--- src/rtl/ym3438_dbg_capture_pkg.sv ---
// Shared types and elaboration helpers for the debug readout capture block.
package ym3438_dbg_capture_pkg;

    typedef enum logic {
        IDLE  = 1'b0,
        SHIFT = 1'b1
    } cap_state_t;

    function automatic int clog2(input int value);
        int result;
        result = 0;
        for (int unsigned i = 0; i < 32; i++) begin
            if ((64'd1 << i) < 64'(value)) begin
                result = int'(i) + 1;
            end
        end
        return result;
    endfunction

    // Word index field never collapses to zero width, even for single-word frames.
    function automatic int idx_width(input int words);
        return (clog2(words) < 1) ? 1 : clog2(words);
    endfunction

    function automatic int frame_bits(input int data_width, input int words);
        return data_width * words;
    endfunction

endpackage

--- src/rtl/ym3438_dbg_capture_if.sv ---
// Word handoff bus between the capture block (master) and the host/debug reader (slave).
interface ym3438_dbg_capture_if
    import ym3438_dbg_capture_pkg::*;
#(
    parameter int DATA_WIDTH = 16,
    parameter int WORDS      = 4
);
    localparam int IDX_W = idx_width(WORDS);

    logic [DATA_WIDTH-1:0] word_data;
    logic [IDX_W-1:0]      word_index;
    logic                  word_valid;
    logic                  word_ready;

    modport master (
        output word_data,
        output word_index,
        output word_valid,
        input  word_ready
    );

    modport slave (
        input  word_data,
        input  word_index,
        input  word_valid,
        output word_ready
    );

endinterface

--- src/rtl/ym3438_sync_fifo.sv ---
// Small synchronous FIFO with wrap-bit pointers; push while full succeeds only alongside a pop.
module ym3438_sync_fifo
    import ym3438_dbg_capture_pkg::*;
#(
    parameter int DATA_WIDTH = 18,
    parameter int DEPTH      = 4
) (
    input  logic                  MCLK,
    input  logic                  reset_n,
    input  logic                  push,
    input  logic                  pop,
    input  logic [DATA_WIDTH-1:0] din,
    output logic [DATA_WIDTH-1:0] dout,
    output logic                  full,
    output logic                  empty
);
    localparam int AW = clog2(DEPTH);
    localparam int PW = AW + 1;

    logic [PW-1:0]         wr_ptr;
    logic [PW-1:0]         rd_ptr;
    logic [DATA_WIDTH-1:0] mem [DEPTH];
    logic                  do_push;
    logic                  do_pop;

    assign empty   = (wr_ptr == rd_ptr);
    assign full    = (wr_ptr[AW] != rd_ptr[AW]) && (wr_ptr[AW-1:0] == rd_ptr[AW-1:0]);
    assign do_pop  = pop && !empty;
    // When full, the slot being written is the one the simultaneous pop frees.
    assign do_push = push && (!full || do_pop);

    always_ff @(posedge MCLK or negedge reset_n) begin
        if (!reset_n) begin
            wr_ptr <= '0;
            rd_ptr <= '0;
        end else begin
            if (do_push) begin
                wr_ptr <= wr_ptr + PW'(1);
            end
            if (do_pop) begin
                rd_ptr <= rd_ptr + PW'(1);
            end
        end
    end

    always_ff @(posedge MCLK) begin
        if (do_push) begin
            mem[wr_ptr[AW-1:0]] <= din;
        end
    end

    assign dout = empty ? '0 : mem[rd_ptr[AW-1:0]];

endmodule

--- src/rtl/ym3438_dbg_capture.sv ---
// Samples the serial debug chain on c1 strobes, reassembles frames into words
// and buffers them for a valid/ready reader.
module ym3438_dbg_capture
    import ym3438_dbg_capture_pkg::*;
#(
    parameter int DATA_WIDTH = 16,
    parameter int WORDS      = 4,
    parameter int LSB_FIRST  = 1,
    parameter int FIFO_DEPTH = 4
) (
    input  logic MCLK,
    input  logic reset_n,
    input  logic c1,
    input  logic enable,
    input  logic load,
    input  logic serial_in,
    ym3438_dbg_capture_if.master word_bus,
    output logic frame_done,
    output logic busy,
    output logic overflow,
    input  logic clear_overflow
);
    localparam int BIT_W   = (clog2(DATA_WIDTH) < 1) ? 1 : clog2(DATA_WIDTH);
    localparam int IDX_W   = idx_width(WORDS);
    localparam int ENTRY_W = DATA_WIDTH + IDX_W;

    cap_state_t            state, state_n;
    logic [BIT_W-1:0]      bit_cnt, bit_cnt_n;
    logic [IDX_W-1:0]      word_cnt, word_cnt_n;
    logic [DATA_WIDTH-1:0] shift_reg, shift_n, shift_in;
    logic                  push, done_n, pop, drop, start;
    logic                  last_bit, last_word;
    logic                  fifo_full, fifo_empty;
    logic [ENTRY_W-1:0]    push_entry, head;

    assign start     = c1 && load && enable;
    assign last_bit  = (bit_cnt == BIT_W'(DATA_WIDTH - 1));
    assign last_word = (word_cnt == IDX_W'(WORDS - 1));

    always_comb begin
        if (LSB_FIRST != 0) begin
            shift_in = {serial_in, shift_reg[DATA_WIDTH-1:1]};
        end else begin
            shift_in = {shift_reg[DATA_WIDTH-2:0], serial_in};
        end
    end

    always_ff @(posedge MCLK or negedge reset_n) begin
        if (!reset_n) begin
            state      <= IDLE;
            bit_cnt    <= '0;
            word_cnt   <= '0;
            shift_reg  <= '0;
            frame_done <= 1'b0;
        end else begin
            state      <= state_n;
            bit_cnt    <= bit_cnt_n;
            word_cnt   <= word_cnt_n;
            shift_reg  <= shift_n;
            frame_done <= done_n;
        end
    end

    always_comb begin
        state_n    = state;
        bit_cnt_n  = bit_cnt;
        word_cnt_n = word_cnt;
        shift_n    = shift_reg;
        push       = 1'b0;
        done_n     = 1'b0;
        case (state)
            IDLE: begin
                // Chain output is stale on the load edge, so nothing is sampled here.
                if (start) begin
                    state_n    = SHIFT;
                    bit_cnt_n  = '0;
                    word_cnt_n = '0;
                    shift_n    = '0;
                end
            end
            SHIFT: begin
                if (start) begin
                    bit_cnt_n  = '0;
                    word_cnt_n = '0;
                    shift_n    = '0;
                end else if (c1) begin
                    shift_n = shift_in;
                    if (last_bit) begin
                        push      = 1'b1;
                        bit_cnt_n = '0;
                        if (last_word) begin
                            done_n     = 1'b1;
                            word_cnt_n = '0;
                            state_n    = IDLE;
                        end else begin
                            word_cnt_n = word_cnt + IDX_W'(1);
                        end
                    end else begin
                        bit_cnt_n = bit_cnt + BIT_W'(1);
                    end
                end
            end
            default: state_n = IDLE;
        endcase
    end

    assign busy       = (state == SHIFT);
    assign push_entry = {word_cnt, shift_in};
    assign pop        = word_bus.word_ready && !fifo_empty;
    assign drop       = push && fifo_full && !pop;

    always_ff @(posedge MCLK or negedge reset_n) begin
        if (!reset_n) begin
            overflow <= 1'b0;
        end else if (drop) begin
            overflow <= 1'b1;
        end else if (clear_overflow) begin
            overflow <= 1'b0;
        end
    end

    ym3438_sync_fifo #(
        .DATA_WIDTH(ENTRY_W),
        .DEPTH     (FIFO_DEPTH)
    ) u_fifo (
        .MCLK   (MCLK),
        .reset_n(reset_n),
        .push   (push),
        .pop    (pop),
        .din    (push_entry),
        .dout   (head),
        .full   (fifo_full),
        .empty  (fifo_empty)
    );

    assign word_bus.word_data  = head[DATA_WIDTH-1:0];
    assign word_bus.word_index = head[ENTRY_W-1:DATA_WIDTH];
    assign word_bus.word_valid = !fifo_empty;

endmodule
--- src/flat_wrapper.sv ---
// flat-port wrapper written by rule: the top's interface ports become plain ports
module ym3438_dbg_capture_flat import ym3438_dbg_capture_pkg::*;
#(
    parameter int DATA_WIDTH = 16,
    parameter int WORDS      = 4,
    parameter int LSB_FIRST  = 1,
    parameter int FIFO_DEPTH = 4
)
  (MCLK, reset_n, c1, enable, load, serial_in, frame_done, busy, overflow, clear_overflow, word_bus_word_data, word_bus_word_index, word_bus_word_valid, word_bus_word_ready);
  ym3438_dbg_capture_if #(.DATA_WIDTH(DATA_WIDTH), .WORDS(WORDS)) word_bus_i ();
  input  logic MCLK;
  input  logic reset_n;
  input  logic c1;
  input  logic enable;
  input  logic load;
  input  logic serial_in;
  output logic frame_done;
  output logic busy;
  output logic overflow;
  input  logic clear_overflow;
  output wire logic [$bits(word_bus_i.word_data)-1:0] word_bus_word_data;
  output wire logic [$bits(word_bus_i.word_index)-1:0] word_bus_word_index;
  output wire logic [$bits(word_bus_i.word_valid)-1:0] word_bus_word_valid;
  input wire logic [$bits(word_bus_i.word_ready)-1:0] word_bus_word_ready;
  assign word_bus_word_data = word_bus_i.word_data;
  assign word_bus_word_index = word_bus_i.word_index;
  assign word_bus_word_valid = word_bus_i.word_valid;
  assign word_bus_i.word_ready = word_bus_word_ready;
  ym3438_dbg_capture #(.DATA_WIDTH(DATA_WIDTH), .WORDS(WORDS), .LSB_FIRST(LSB_FIRST), .FIFO_DEPTH(FIFO_DEPTH)) u_core (.MCLK(MCLK), .reset_n(reset_n), .c1(c1), .enable(enable), .load(load), .serial_in(serial_in), .word_bus(word_bus_i), .frame_done(frame_done), .busy(busy), .overflow(overflow), .clear_overflow(clear_overflow));
endmodule
--- config.mk ---
export PLATFORM = sky130hd
export DESIGN_NAME = ym3438_dbg_capture_flat
export DESIGN_NICKNAME = d
export VERILOG_FILES = /design/src/rtl/ym3438_dbg_capture_pkg.sv /design/src/rtl/ym3438_dbg_capture_if.sv /design/src/rtl/ym3438_sync_fifo.sv /design/src/rtl/ym3438_dbg_capture.sv /design/src/flat_wrapper.sv
export SDC_FILE = /design/constraint.sdc
export NUM_CORES = 1
export LEC_CHECK = 0
export CAP_MARGIN = 20
export CELL_PAD_IN_SITES_DETAIL_PLACEMENT = 1
export CELL_PAD_IN_SITES_GLOBAL_PLACEMENT = 2
export CORE_MARGIN = 2
export CORE_UTILIZATION = 46
export CTS_CLUSTER_SIZE = 28
export DETAILED_ROUTE_END_ITERATION = 7
export PLACE_DENSITY = 0.9
export SYNTH_ARGS = -nofsm -noshare
export SYNTH_HDL_FRONTEND = slang
export SYNTH_SLANG_ARGS = --single-unit
--- constraint.sdc ---
create_clock -name MCLK -period 3.3 [get_ports MCLK]
set_input_delay 0.33 -clock MCLK [delete_from_list [all_inputs] [get_ports MCLK]]
set_output_delay 0.33 -clock MCLK [all_outputs]
set_load 0.02 [all_outputs]
## Word level (Yosys, flattened, before mapping)

Memories as Yosys holds them, arrays and structs flattened.
Index checks and enable logic that the tools add are counted.

- RAM bits: 72
- Bits in registers: 31
- Bits in read-only memories: 0
- Logic and storage cells: 72
- Memories kept: 1
- Latch bits: 0
- Output and inout port bits: 22

- $lt $le $gt $ge: 0
- Reductions and logical operators: 15
- Bitwise operators: 1
- Equality and inequality tests: 8
- Shift operators: 0
- Div/mod/pow operators: 0
- Multiply operators: 0
- Muxes and demuxes: 35
- $add $sub $neg: 4

Memory list:

| memory | depth | bits a word | read ports | clocked after Yosys merged registers in | write ports | line | source |
|---|---|---|---|---|---|---|---|
| u_core.u_fifo.mem | 4 | 18 | 1 | 0 | 1 | ym3438_sync_fifo.sv:22 | `logic [DATA_WIDTH-1:0] mem [DEPTH];` |

Operator list:

| cell | count |
|---|---|
| 2-to-1 mux 16 bit | 3 |
| case mux 16 bit (2 select lines) | 1 |
| 2-to-1 mux 1 bit | 18 |
| 2-to-1 mux 18 bit | 1 |
| 2-to-1 mux 4 bit | 4 |
| 2-to-1 mux 2 bit | 5 |
| logical AND 1 bit | 8 |
| case mux 4 bit (2 select lines) | 1 |
| adder 3 x 1 -> 3 bit (second input constant) | 2 |
| != test 3 bit (second input constant) | 2 |
| adder 4 x 1 -> 4 bit (second input constant) | 1 |
| == test 4 bit (second input constant) | 1 |
| case mux 2 bit (2 select lines) | 1 |
| == test 3 bit | 1 |
| zero test 1 bit | 3 |
| AND reduction 3 bit | 1 |
| adder 2 x 1 -> 2 bit (second input constant) | 1 |
| == test 2 bit | 1 |
| == test 2 bit (second input constant) | 1 |
| != test 2 x 1 -> 1 bit (second input constant) | 1 |
| case mux 1 bit (2 select lines) | 1 |
| AND reduction 2 bit | 1 |
| nonzero test 2 bit | 1 |
| logical OR 1 bit | 1 |
| other kinds (2) | 2 |

## Depth between registers and ports, before layout

Gate-level depths: netlist of the first run.

- Depth in word-level cells: 8
- Depth in mapped cells: 5
- Mapped depth without buffers: 5

## Hierarchy

A second synthesis of the first run with hierarchy kept.

- Cells, all modules: 229
- Area total of the unflattened synthesis: 4189.0 um^2

Modules (own cells, without submodules):

| module | seq. area each (um^2) | cells each | times used | area an instance (um^2) |
|---|---|---|---|---|
| ym3438_sync_fifo | 2312.2 | 148 | 1 | 3146.8 |
| ym3438_dbg_capture | 600.6 | 81 | 1 | 1042.2 |

## Worst setup path before layout of the first run

No wires, ideal clock.

- Path type: reg-to-reg
- Start point: register u_core.bit_cnt[0]
- End point: memory u_core.u_fifo.mem[0][0], enable pin
- Cell stages (with the launch flop): 6
- Arrival time: 1.710 ns
- Slack: 1.214 ns
- Path buffers: 0
- Setup time: 0.376 ns
- Clock period less this slack: 2.086 ns
- Path through: dfrtp_1 -> ha_1 -> nand3_2 -> or3_4 -> nor2_4 -> and2_1

- Word-level cells in the longest chain between the ends: 8

RTL lines:

| item | line | source |
|---|---|---|
| start, declared | ym3438_dbg_capture.sv:28 | `logic [BIT_W-1:0] bit_cnt, bit_cnt_n;` |
| start signal, assigned | ym3438_dbg_capture.sv:57 | `bit_cnt <= bit_cnt_n;` |
| == test 4 bit | ym3438_dbg_capture.sv:37 | `assign last_bit = (bit_cnt == BIT_W'(DATA_WIDTH - 1));` |
| 2-to-1 mux 1 bit | ym3438_dbg_capture.sv:88 | `if (last_bit) begin` |
| 2-to-1 mux 1 bit | ym3438_dbg_capture.sv:86 | `end else if (c1) begin` |
| 2-to-1 mux 1 bit | ym3438_dbg_capture.sv:82 | `if (start) begin` |
| 2-to-1 mux 1 bit | ym3438_dbg_capture.sv:71 | `case (state)` |
| logical AND 1 bit | ym3438_sync_fifo.sv:30 | `assign do_push = push && (!full \|\| do_pop);` |
| 2-to-1 mux 1 bit | ym3438_sync_fifo.sv:47 | `if (do_push) begin` |
| 2-to-1 mux 1 bit (implied by the code) | ym3438_sync_fifo.sv:48 | `mem[wr_ptr[AW-1:0]] <= din;` |
| end, declared | ym3438_sync_fifo.sv:22 |  |

Every way passes these cells.

## Worst setup path in the final report of the first run

- Start point: register u_core.u_fifo.rd_ptr[0]
- End point: output port word_bus_word_data[12]

- Word-level cells in the longest chain between the ends: 2

RTL lines:

| item | line | source |
|---|---|---|
| start, declared | ym3438_sync_fifo.sv:21 | `logic [PW-1:0] rd_ptr;` |
| start signal, assigned | ym3438_sync_fifo.sv:41 | `rd_ptr <= rd_ptr + PW'(1);` |
| memory (4 x 18 bit) / == test 3 bit (equally long branches) | -- |  |
| 2-to-1 mux 18 bit * | ym3438_sync_fifo.sv:52 | `assign dout = empty ? '0 : mem[rd_ptr[AW-1:0]];` |
| end, declared | flat_wrapper.sv:21 | `output wire logic [$bits(word_bus_i.word_data)-1:0] word_bus_word_data;` |

Every way passes the cells marked *; elsewhere a longest branch is shown, timed or not.

==> reports/qor.yml, run 1 <==
outcome:
  outcome: "complete, no violations"
placed_design:
  gp_congestion: 0.755
  portBuffers: 29
  place_ws_ns: 0.804
  dpl.hpwl_um: 5070
timing:
  skew_ns: 0.0111
  timing.slew.headroom_pct: 52.5
  fmax_mhz: 353
  setup_viol: 0
  worst_slack_ns: 0.470
  rsz0062_at_grt: "false"
  fin_crit_sh_pct: 85.8
  report.final.slew_viol_count: 0
  tightest_slew_ns: 0.713
  finalSetupTns_ns: 0
  hold_viol: 0
  final.min_clock_period_ns: 2.83
die:
  dieArea_um2: 9770
  ios: 30
  chipWidth_um: 98.9
  rows: 34
  initial_utilization_pct: 47.5
  core_um2: 8720
  die_height_um: 98.9
clocking:
  htreeDepth: 3
  cts_tree: "yes"
  postCtsSetupRepairBufs: 0
  clock_latency_ns: 0.36
  ctsResizeCount: 0
  cts_sinks: 102
  clockBufferDepth: 2
  cts-root-buf: "clkbuf_8"
  hold_buffers: 0
  cts_made_buffers: 9
  clk_pin_slew_ns: 0.10
layout:
  antennaDiodeCount: 0
  fin_nets: 312
  post-route-util_pct: 54.6
  drive_gt1_share_pct: 16.6
  synthToLayoutAreaGrowth_pct: 15.0
  largest_reg_flops: 72
drt:
  post_drt_wl_per_cell_um: 19.0
  highest_layer: "met4"
  ant_nets: 0
  dr_wl_met2_um: 4140
  vias_per_cell: 5.41
  wirelength_um: 7790
  met3WireLength_um: 207
  drc: 0
  drt_pre_antenna_iters: 4
  met1Wirelength_um: 3340
  num_vias: 2219
  first_iter_violations: 71
critical_path:
  slowest_stage: "clkdlybuf4s50_1"
  crit_chain: "buf_4 > xnor2_1 > and3b_1 > buf_4 > nor2b_1 > clkdlybuf4s50_1"
  worst_r2r_endpoint: "u_core.u_fifo.mem[1][6]"
  critPathMaxFanout: 11
  crit_top_cell: "buf_4"
  r2r-start: "u_core.bit_cnt[0]"
  reg2reg_slack_ns: 1.23
  crit_type: "flip-flop to output port"
  worstPathRequired_ns: 2.97
  endpoint_kind: "output port"
  slowest_delay_ns: 0.54
  crit_arrival_ns: 2.50
  cp-start-kind: "flip-flop"
  r2r_cells: 6
global_route:
  grt_overflow: 0
  grt_usage_pct: 17.5
  grt_max_degree: 31
  grt_pass1_vias: 2521
  grt_pass1_wl_um: 12900
  antenna_found_initial: 0
synthesis:
  synthFlopType: "edfxtp_1"
  synth_fp_nets: 274
  avgSynthCellArea_um2: 16.0
  synthesis.area_um2: 4140
  yosys_register_bits: 102
  async_flop_share_pct: 29.4
  synth_cell_types: 30
  yosys_warnings: 0
  seq_area_frac_synth_pct: 70.4
  synthCells: 259
  synth_edf_count: 72
power:
  clock_power_share_pct: 21.5
  switching_share_pct: 31.1
  powerDensity_nw_per_um2: 711
  comb_power_share_pct: 34.7
  ir_drop_v: 0.000286
  seqPwrFrac_pct: 43.9
  power.internal_mw: 2.33
  p_leak_nw: 1.72
  p_sw_mw: 1.05
hold_path:
  hp-class: "input port to async pin"
run:
  maxCapViolCount: 0
==> worst max-delay path, delay by kind of cell (launching register included) <==
kind / cells / cell delay (ns)
buffers and inverters: 3 / 1.02
xor gates and xnor gates: 1 / 0.20
and+or+nand+nor: 2 / 0.55
DFF: 1 / 0.39
==> Yosys cell counts, drive strengths merged, types with 2 or more instances <==
library cell / instances / area (um2)
buf: 7 / 40.0
inv: 5 / 18.8
ha: 7 / 87.6
mux2: 2 / 22.5
nor2b: 18 / 113
nand3: 2 / 15.0
a22o: 2 / 17.5
nor2: 6 / 30.0
a21oi: 17 / 85.1
nand2b: 2 / 12.5
nand2: 39 / 154
mux4: 18 / 405
and2: 6 / 37.5
o21ai: 6 / 30.0
xnor2: 4 / 35.0
clkbuf: 4 / 15.0
edfxtp: 72 / 2160
xor2: 4 / 35.0
dfrtp: 30 / 751
nor3: 2 / 10.0
==> per-stage QoR <==
stage,hold slack (ns),area [um2],cells,power [mW]
after floorplan,0.0344,4140,259,2.25
after detailed placement,0.499,4580,394,2.71
after global placement,0.478,4580,394,2.67
after CTS,0.354,4760,410,3.42
after global routing,0.368,4760,410,3.55
final,0.350,4760,410,3.39
==> metal layers <==
layer,track usage (%),vias up
met5,0,-
met3,3.83,11
met1,22.4,1154
met2,29.6,37
met4,5.80,0
li1,-,1017
==> cells in the final DEF, fill, tap and decap left out, types with 2 or more instances in the layout <==
cell type and count:
nand2b_1 2, nor2_1 5, xnor2_1 4, clkbuf_8 10
clkinv_4 2, ha_1 7, inv_1 5, dfrtp_1 30
clkdlybuf4s50_1 29, a22o_1 2, clkinvlp_4 2, nor2b_1 18
a21oi_1 17, nor3_1 2, xor2_1 4, and2_1 6
mux2_2 2, edfxtp_1 72, o21ai_0 6, nand2_1 38
mux4_2 18, buf_4 9
==> how the worst max path moves through the flow <==
stage | startpoint | to | slack, ns
3_5_place_dp | u_core.u_fifo.rd_ptr[0] | word_bus_word_data[12] | 0.80
4_1_cts | u_core.u_fifo.rd_ptr[0] | word_bus_word_index[0] | 0.41
3_3_place_gp | c1 | u_core.u_fifo.mem[1][5] | 0.89
2_1_floorplan | u_core.bit_cnt[0] | u_core.u_fifo.mem[0][0] | 1.21
6_report | u_core.u_fifo.rd_ptr[0] | word_bus_word_data[12] | 0.47
5_1_grt | u_core.u_fifo.rd_ptr[0] | word_bus_word_data[12] | 0.28
==> cell type report <==
| type | count | area (um2) |
|---|---|---|
| Clock inverter | 6 | 46.3 |
| Timing Repair Buffer | 38 | 358 |
| Fill cell | 816 | 3960 |
| Multi-Input combinational cell | 141 | 1150 |
| Clock buffer | 10 | 138 |
| Inverter | 5 | 18.8 |
| Sequential cell | 102 | 2910 |
| Tap cell | 108 | 135 |
==> power groups by stage <==
stage | logic, mW | registers (mW) | clock network [mW]
floorplan | 0.749 | 1.50 | 0
global placement | 1.16 | 1.51 | 0
detailed placement | 1.19 | 1.51 | 0
CTS | 1.20 | 1.49 | 0.741
global route | 1.27 | 1.49 | 0.781
finish | 1.17 | 1.49 | 0.727
==> kinds of logic after synthesis <==
| kind of cell | after synthesis | synth area share, % |
|---|---|---|
| DFF | 102 | 70.4 |
| and+or+nand+nor | 80 | 10.3 |
| AOI/OAI and AO/OA | 26 | 3.39 |
| muxes | 20 | 10.3 |
| buffers and inverters | 16 | 1.78 |
| xor gates and xnor gates | 8 | 1.69 |
| adders and majority gates | 7 | 2.12 |
No activity file was read; power rests on OpenSTA's default activity.
==> run 2, diff against run 1 <==
--- a/config.mk
+++ b/config.mk
@@ -6,12 +6,13 @@
 export NUM_CORES = 1
 export LEC_CHECK = 0
 export CAP_MARGIN = 20
-export CELL_PAD_IN_SITES_DETAIL_PLACEMENT = 1
-export CELL_PAD_IN_SITES_GLOBAL_PLACEMENT = 2
+export CELL_PAD_IN_SITES_DETAIL_PLACEMENT = 0
+export CELL_PAD_IN_SITES_GLOBAL_PLACEMENT = 1
 export CORE_MARGIN = 2
-export CORE_UTILIZATION = 46
+export CORE_UTILIZATION = 53
 export CTS_CLUSTER_SIZE = 28
 export DETAILED_ROUTE_END_ITERATION = 7
+export HOLD_SLACK_MARGIN = 0.03
 export PLACE_DENSITY = 0.9
 export SYNTH_ARGS = -nofsm -noshare
 export SYNTH_HDL_FRONTEND = slang
==> reports/qor.yml, run 2 (synthesized netlist as in run 1, its figures left out) <==
outcome:
  outcome: "complete, no violations"
clocking:
  cts_made_buffers: 9  # unchanged
  clockBufferDepth: 2  # unchanged
  clock_latency_ns: 0.35  # about the same
  ctsResizeCount: 0  # unchanged
  cts_sinks: 102  # unchanged
  hold_buffers: 0  # unchanged
  postCtsSetupRepairBufs: 0  # unchanged
  clk_pin_slew_ns: 0.09  # about the same
  cts_tree: "yes"
  htreeDepth: 3  # unchanged
  cts-root-buf: "clkbuf_8"
timing:
  final.min_clock_period_ns: 2.71  # -0.119 ns
  report.final.slew_viol_count: 0  # unchanged
  tightest_slew_ns: 0.725  # +0.0117 ns
  skew_ns: 0.00614  # -0.00498 ns
  hold_viol: 0  # unchanged
  holdWs_ns: 0.368  # +0.0178 ns
  timing.slew.headroom_pct: 51.7  # -0.78 points
  fin_crit_sh_pct: 82.2  # -3.6 points
  fmax_mhz: 369  # +4.4%
  rsz0062_at_grt: "false"
  finalSetupTns_ns: 0  # unchanged
  setup_viol: 0  # unchanged
drt:
  drc: 0  # unchanged
  num_vias: 2128  # -4.1%
  drt_pre_antenna_iters: 4  # unchanged
  vias_per_cell: 5.29  # -2.2%
  wirelength_um: 6550  # -16%
  ant_nets: 0  # unchanged
  first_iter_violations: 104  # +46%
  post_drt_wl_per_cell_um: 16.3  # -14%
power:
  ir_drop_v: 0.000373  # +31%
  powerDensity_nw_per_um2: 707  # -0.54%
  p_leak_nw: 1.72  # -0.26%
die:
  ios: 30  # unchanged
  rows: 32  # -5.9%
  initial_utilization_pct: 54.1  # +6.7 points
  dieArea_um2: 8530  # -13%
  die_height_um: 92.4  # -6.6%
  core_um2: 7650  # -12%
  chipWidth_um: 92.4  # -6.6%
critical_path:
  crit_chain: "buf_4 > mux4_2 > nor2b_1 > clkdlybuf4s50_1"
  slowest_delay_ns: 0.57  # +0.03 ns
  worstPathRequired_ns: 2.97  # about the same
  crit_arrival_ns: 2.38  # -0.12 ns
  cp-start-kind: "flip-flop"
  endpoint_kind: "output port"
  slowest_stage: "mux4_2"
  crit_type: "flip-flop to output port"
  critPathMaxFanout: 20  # +9
  cp_top_family: "buffers and inverters"
  critPathBufInv: 2  # -1
  reg2reg_slack_ns: 1.22  # about the same
placed_design:
  gp_congestion: 0.720  # -4.6%
  portBuffers: 29  # unchanged
  dpl.hpwl_um: 4150  # -18%
global_route:
  grt_overflow: 0  # unchanged
  grt_usage_pct: 16.7  # -0.78 points
  grt_pass1_wl_um: 10500  # -18%
  antenna_found_initial: 0  # unchanged
  grt_pass1_vias: 2097  # -17%
  grt_max_degree: 31  # unchanged
layout:
  final_cell_mix: "72 x edfxtp_1, 38 x nand2_1, 30 x dfrtp_1"
  antennaDiodeCount: 0  # unchanged
  synthToLayoutAreaGrowth_pct: 14.6
  largest_reg_flops: 72  # unchanged
  drive_gt1_share_pct: 15.3  # -1.2 points
  final_common_cell: "edfxtp_1"
  fin_nets: 310  # -0.64%
run:
  maxCapViolCount: 0  # unchanged
hold_path:
  hp-class: "input port to async pin"
==> run 2: per-layer routing <==
layer  share of wire (%)  vias up  global-route usage, %  wire length, um
met1                  44     1072                   21.3             2900
met4                 1.7        0                   7.59              110
met2                  51       32                   27.5             3360
met3                 2.7       10                   3.74              174
li1                    -     1014                      -                -
met5                   0        -                      0                0
==> run 2: through the flow <==
stage / worst slack, ns / instance area (um2) / cells / total power [mW] / util, %
finish: 0.589 / 4740 / 402 / 3.35 / 62.0
global route: 0.399 / 4740 / 402 / 3.52 / 62.0
CTS: 0.529 / 4740 / 402 / 3.40 / 62.0
detailed placement: 0.851 / 4550 / 386 / 2.67 / 59.6
global placement: 0.916 / 4550 / 386 / 2.64 / 59.6
floorplan: 1.21 / 4140 / 259 / 2.25 / -
==> run 2: worst paths after layout <==
| path | startpoint | end | cells past startpoint |
|---|---|---|---|
| setup / recovery | u_core.u_fifo.rd_ptr[0] | word_bus_word_index[1] | 4 |
| hold / removal | reset_n | u_core.busy | 2 |
| setup reg to reg | u_core.bit_cnt[0] | u_core.u_fifo.mem[1][14] | 6 |
| hold reg to reg | u_core.u_fifo.wr_ptr[2] | u_core.u_fifo.wr_ptr[2] | 1 |
| max in group asynchronous | reset_n | u_core.shift_reg[2] | 2 |
| min in group MCLK | u_core.u_fifo.wr_ptr[2] | u_core.u_fifo.wr_ptr[2] | 1 |
==> run 2: cell type report <==
cell class                 count  area (um2)
clock buffer                   9         124
clock inverter                 7        63.8
fill                         548        2910
inverter                       5        18.8
multi-input combinational    141        1150
sequential                   102        2910
tap                          102         128
timing repair buffer          36         343
==> run 2: power breakdown <==
group / switching, mW / leakage [nW] / internal [mW]
Combinational: 0.545 / 0.592 / 0.589
Clock: 0.393 / 0.0945 / 0.345
Sequential: 0.0541 / 1.03 / 1.43
==> run 2: worst register-to-register path, stage by stage, from the launching register on <==
cell and delay, ns:
dfrtp_1 0.40, ha_1 0.20, nand3_2 0.13, or3_4 0.45, nor2_4 0.14, and2_1 0.15, buf_4 0.29
==> run 3, diff against run 2 <==
--- a/config.mk
+++ b/config.mk
@@ -9,11 +9,11 @@
 export CELL_PAD_IN_SITES_DETAIL_PLACEMENT = 0
 export CELL_PAD_IN_SITES_GLOBAL_PLACEMENT = 1
 export CORE_MARGIN = 2
-export CORE_UTILIZATION = 53
+export CORE_UTILIZATION = 44
 export CTS_CLUSTER_SIZE = 28
 export DETAILED_ROUTE_END_ITERATION = 7
 export HOLD_SLACK_MARGIN = 0.03
-export PLACE_DENSITY = 0.9
+export PLACE_DENSITY = 0.8
 export SYNTH_ARGS = -nofsm -noshare
 export SYNTH_HDL_FRONTEND = slang
 export SYNTH_SLANG_ARGS = --single-unit
==> constraint.sdc (replaced) <==
create_clock -name MCLK -period 2.3 [get_ports MCLK]
set_input_delay 0.23 -clock MCLK [delete_from_list [all_inputs] [get_ports MCLK]]
set_output_delay 0.23 -clock MCLK [all_outputs]
set_load 0.02 [all_outputs]
==> reports/qor.yml, run 3 (synthesized netlist as in run 1, its figures left out) <==
drt:
  drc: 0  # unchanged
  post_drt_wl_per_cell_um: 16.9  # +3.7%
  ant_nets: 0  # unchanged
  vias_per_cell: 5.18  # -2.1%
  num_vias: 2171  # +2.0%
  first_iter_violations: 182  # +75%
  drt_pre_antenna_iters: 4  # unchanged
  wirelength_um: 7080  # +8.1%
layout:
  fillers: 780  # +42%
  seq_area_um2: 2910  # about the same
  drive_gt1_share_pct: 18.5  # +3.2 points
  largest_reg_flops: 72  # unchanged
  synthToLayoutAreaGrowth_pct: 17.6
  post-route-util_pct: 52.9  # -9.1 points
  multi_input_area_um2: 1150  # unchanged
  final_common_cell: "edfxtp_1"
  antennaDiodeCount: 0  # unchanged
  fin_area_um2: 4870  # +2.6%
  fin_nets: 318  # +2.6%
  final_cell_mix: "72 x edfxtp_1, 38 x nand2_1, 29 x dfrtp_1"
outcome:
  outcome: "complete, no violations"
critical_path:
  critPathBufInv: 2  # unchanged
  slowest_stage: "mux4_2"
  cp-start-kind: "flip-flop"
  crit_type: "flip-flop to output port"
  endpoint_kind: "output port"
  critPathMaxFanout: 12  # -40%
  worstPathRequired_ns: 2.07  # -0.90 ns
  crit_chain: "buf_12 > mux4_2 > nor2b_1 > dlygate4sd2_1"
  slowest_delay_ns: 0.52  # -0.05 ns
  cp_top_family: "multiplexers"
  crit_arrival_ns: 1.99  # -0.39 ns
global_route:
  grt_overflow: 0  # unchanged
  grt_usage_pct: 15.7  # -0.98 points
  antenna_found_initial: 0  # unchanged
  grt_max_degree: 31  # unchanged
  grt_pass1_wl_um: 11700  # +11%
  grt_pass1_vias: 2271  # +8.3%
power:
  power_mw: 4.79  # +43%
  powerDensity_nw_per_um2: 984  # +39%
  p_leak_nw: 1.81  # +5.1%
  ir_drop_v: 0.000447  # +20%
die:
  chipWidth_um: 101  # +9.3%
  core_um2: 9200  # +20%
  ios: 30  # unchanged
  dieArea_um2: 10200  # +20%
  rows: 35  # +9.4%
  initial_utilization_pct: 45.0  # -9.1 points
  die_height_um: 101  # +9.3%
clocking:
  clock_latency_ns: 0.38  # +0.03 ns
  cts_made_buffers: 9  # unchanged
  htreeDepth: 3  # unchanged
  postCtsSetupRepairBufs: 0  # unchanged
  clockBufferDepth: 2  # unchanged
  cts_tree: "yes"
  clk_pin_slew_ns: 0.11  # +0.02 ns
  cts_sinks: 102  # unchanged
  cts-root-buf: "clkbuf_8"
timing:
  tightest_slew_ns: 0.427  # -0.298 ns
  finalSetupTns_ns: 0  # unchanged
  timing.slew.headroom_pct: 71.5  # +20 points
  setup_viol: 0  # unchanged
  skew_ns: 0.0185  # +0.0124 ns
  fin_crit_sh_pct: 96.5
  rsz0062_at_grt: "false"
  final.min_clock_period_ns: 2.22
  holdWs_ns: 0.245  # -0.123 ns
  hold_viol: 0  # unchanged
  report.final.slew_viol_count: 0  # unchanged
  fmax_mhz: 451
placed_design:
  portBuffers: 29  # unchanged
  gp_congestion: 0.691  # -4.0%
  place_area_um2: 4700  # +3.2%
  dpl.hpwl_um: 4530  # +9.2%
run:
  maxCapViolCount: 0  # unchanged
hold_path:
  hp-class: "input port to async pin"
[run 3: changes by cell type in the layout (fill, tap and decap cells not counted), moves of 2 or more]
| cell | delta |
|---|---|
| clkinv_4 | +2 |
| dlygate4sd2_1 | +19 |
| inv_8 | +3 |
| clkdlybuf4s50_1 | -19 |
| clkinv_1 | -2 |
| buf_4 | +2 |
| buf_12 | +6 |
[run 3: stage by stage]
stage               setup slack [ns]  instances
finish                        0.0810        419
global route                 0.00904        419
CTS                           0.0632        419
detailed placement             0.205        403
global placement               0.243        403
floorplan                      0.214        259
[run 3: metal layers]
layer / GRT usage (%) / part of all wire (%) / up-vias
met5: 0 / 0 / -
met1: 19.8 / 43 / 1091
li1: - / - / 1032
met2: 26.7 / 52 / 40
met3: 4.30 / 4.0 / 8
met4: 4.68 / 1.1 / 0
[run 3: worst register-to-register path: stages, from the launching register on]
cell	delay, ns
dfrtp_1	0.40
ha_1	0.19
nand3_2	0.13
or3_4	0.45
nor2_4	0.14
and2_1	0.19
buf_12	0.18
[run 3: cell type report]
type / count / share of cell area [%]
clock buffer: 9 / 2.54
multi-input combinational: 141 / 23.7
sequential: 102 / 59.9
inverter: 5 / 0.386
timing repair buffer: 44 / 9.33
clock inverter: 7 / 1.34
tap: 111 / 2.85
[run 3: worst paths after layout]
kind,start,to,slack (ns),depth (start not counted)
min,reset_n,u_core.u_fifo.rd_ptr[2],0.25,2
min reg2reg,u_core.u_fifo.wr_ptr[2],u_core.u_fifo.wr_ptr[2],0.50,1
max in group asynchronous,reset_n,u_core.u_fifo.rd_ptr[0],1.73,2
max reg2reg,u_core.bit_cnt[0],u_core.u_fifo.mem[2][12],0.32,6
max,u_core.u_fifo.rd_ptr[0],word_bus_word_data[4],0.08,4
min in group MCLK,clear_overflow,u_core.overflow,0.42,2
[run 3: repair_timing]
item,in CTS,in global routing
hold endpoints to repair,0,0
gates resized for setup,20,0
setup endpoints to repair,19,0
hold buffers,0,0
[run 3: report_power, final]
| group | switching, mW | internal (mW) |
|---|---|---|
| combinational | 0.796 | 0.779 |
| sequential | 0.0923 | 2.05 |
| clock | 0.650 | 0.422 |
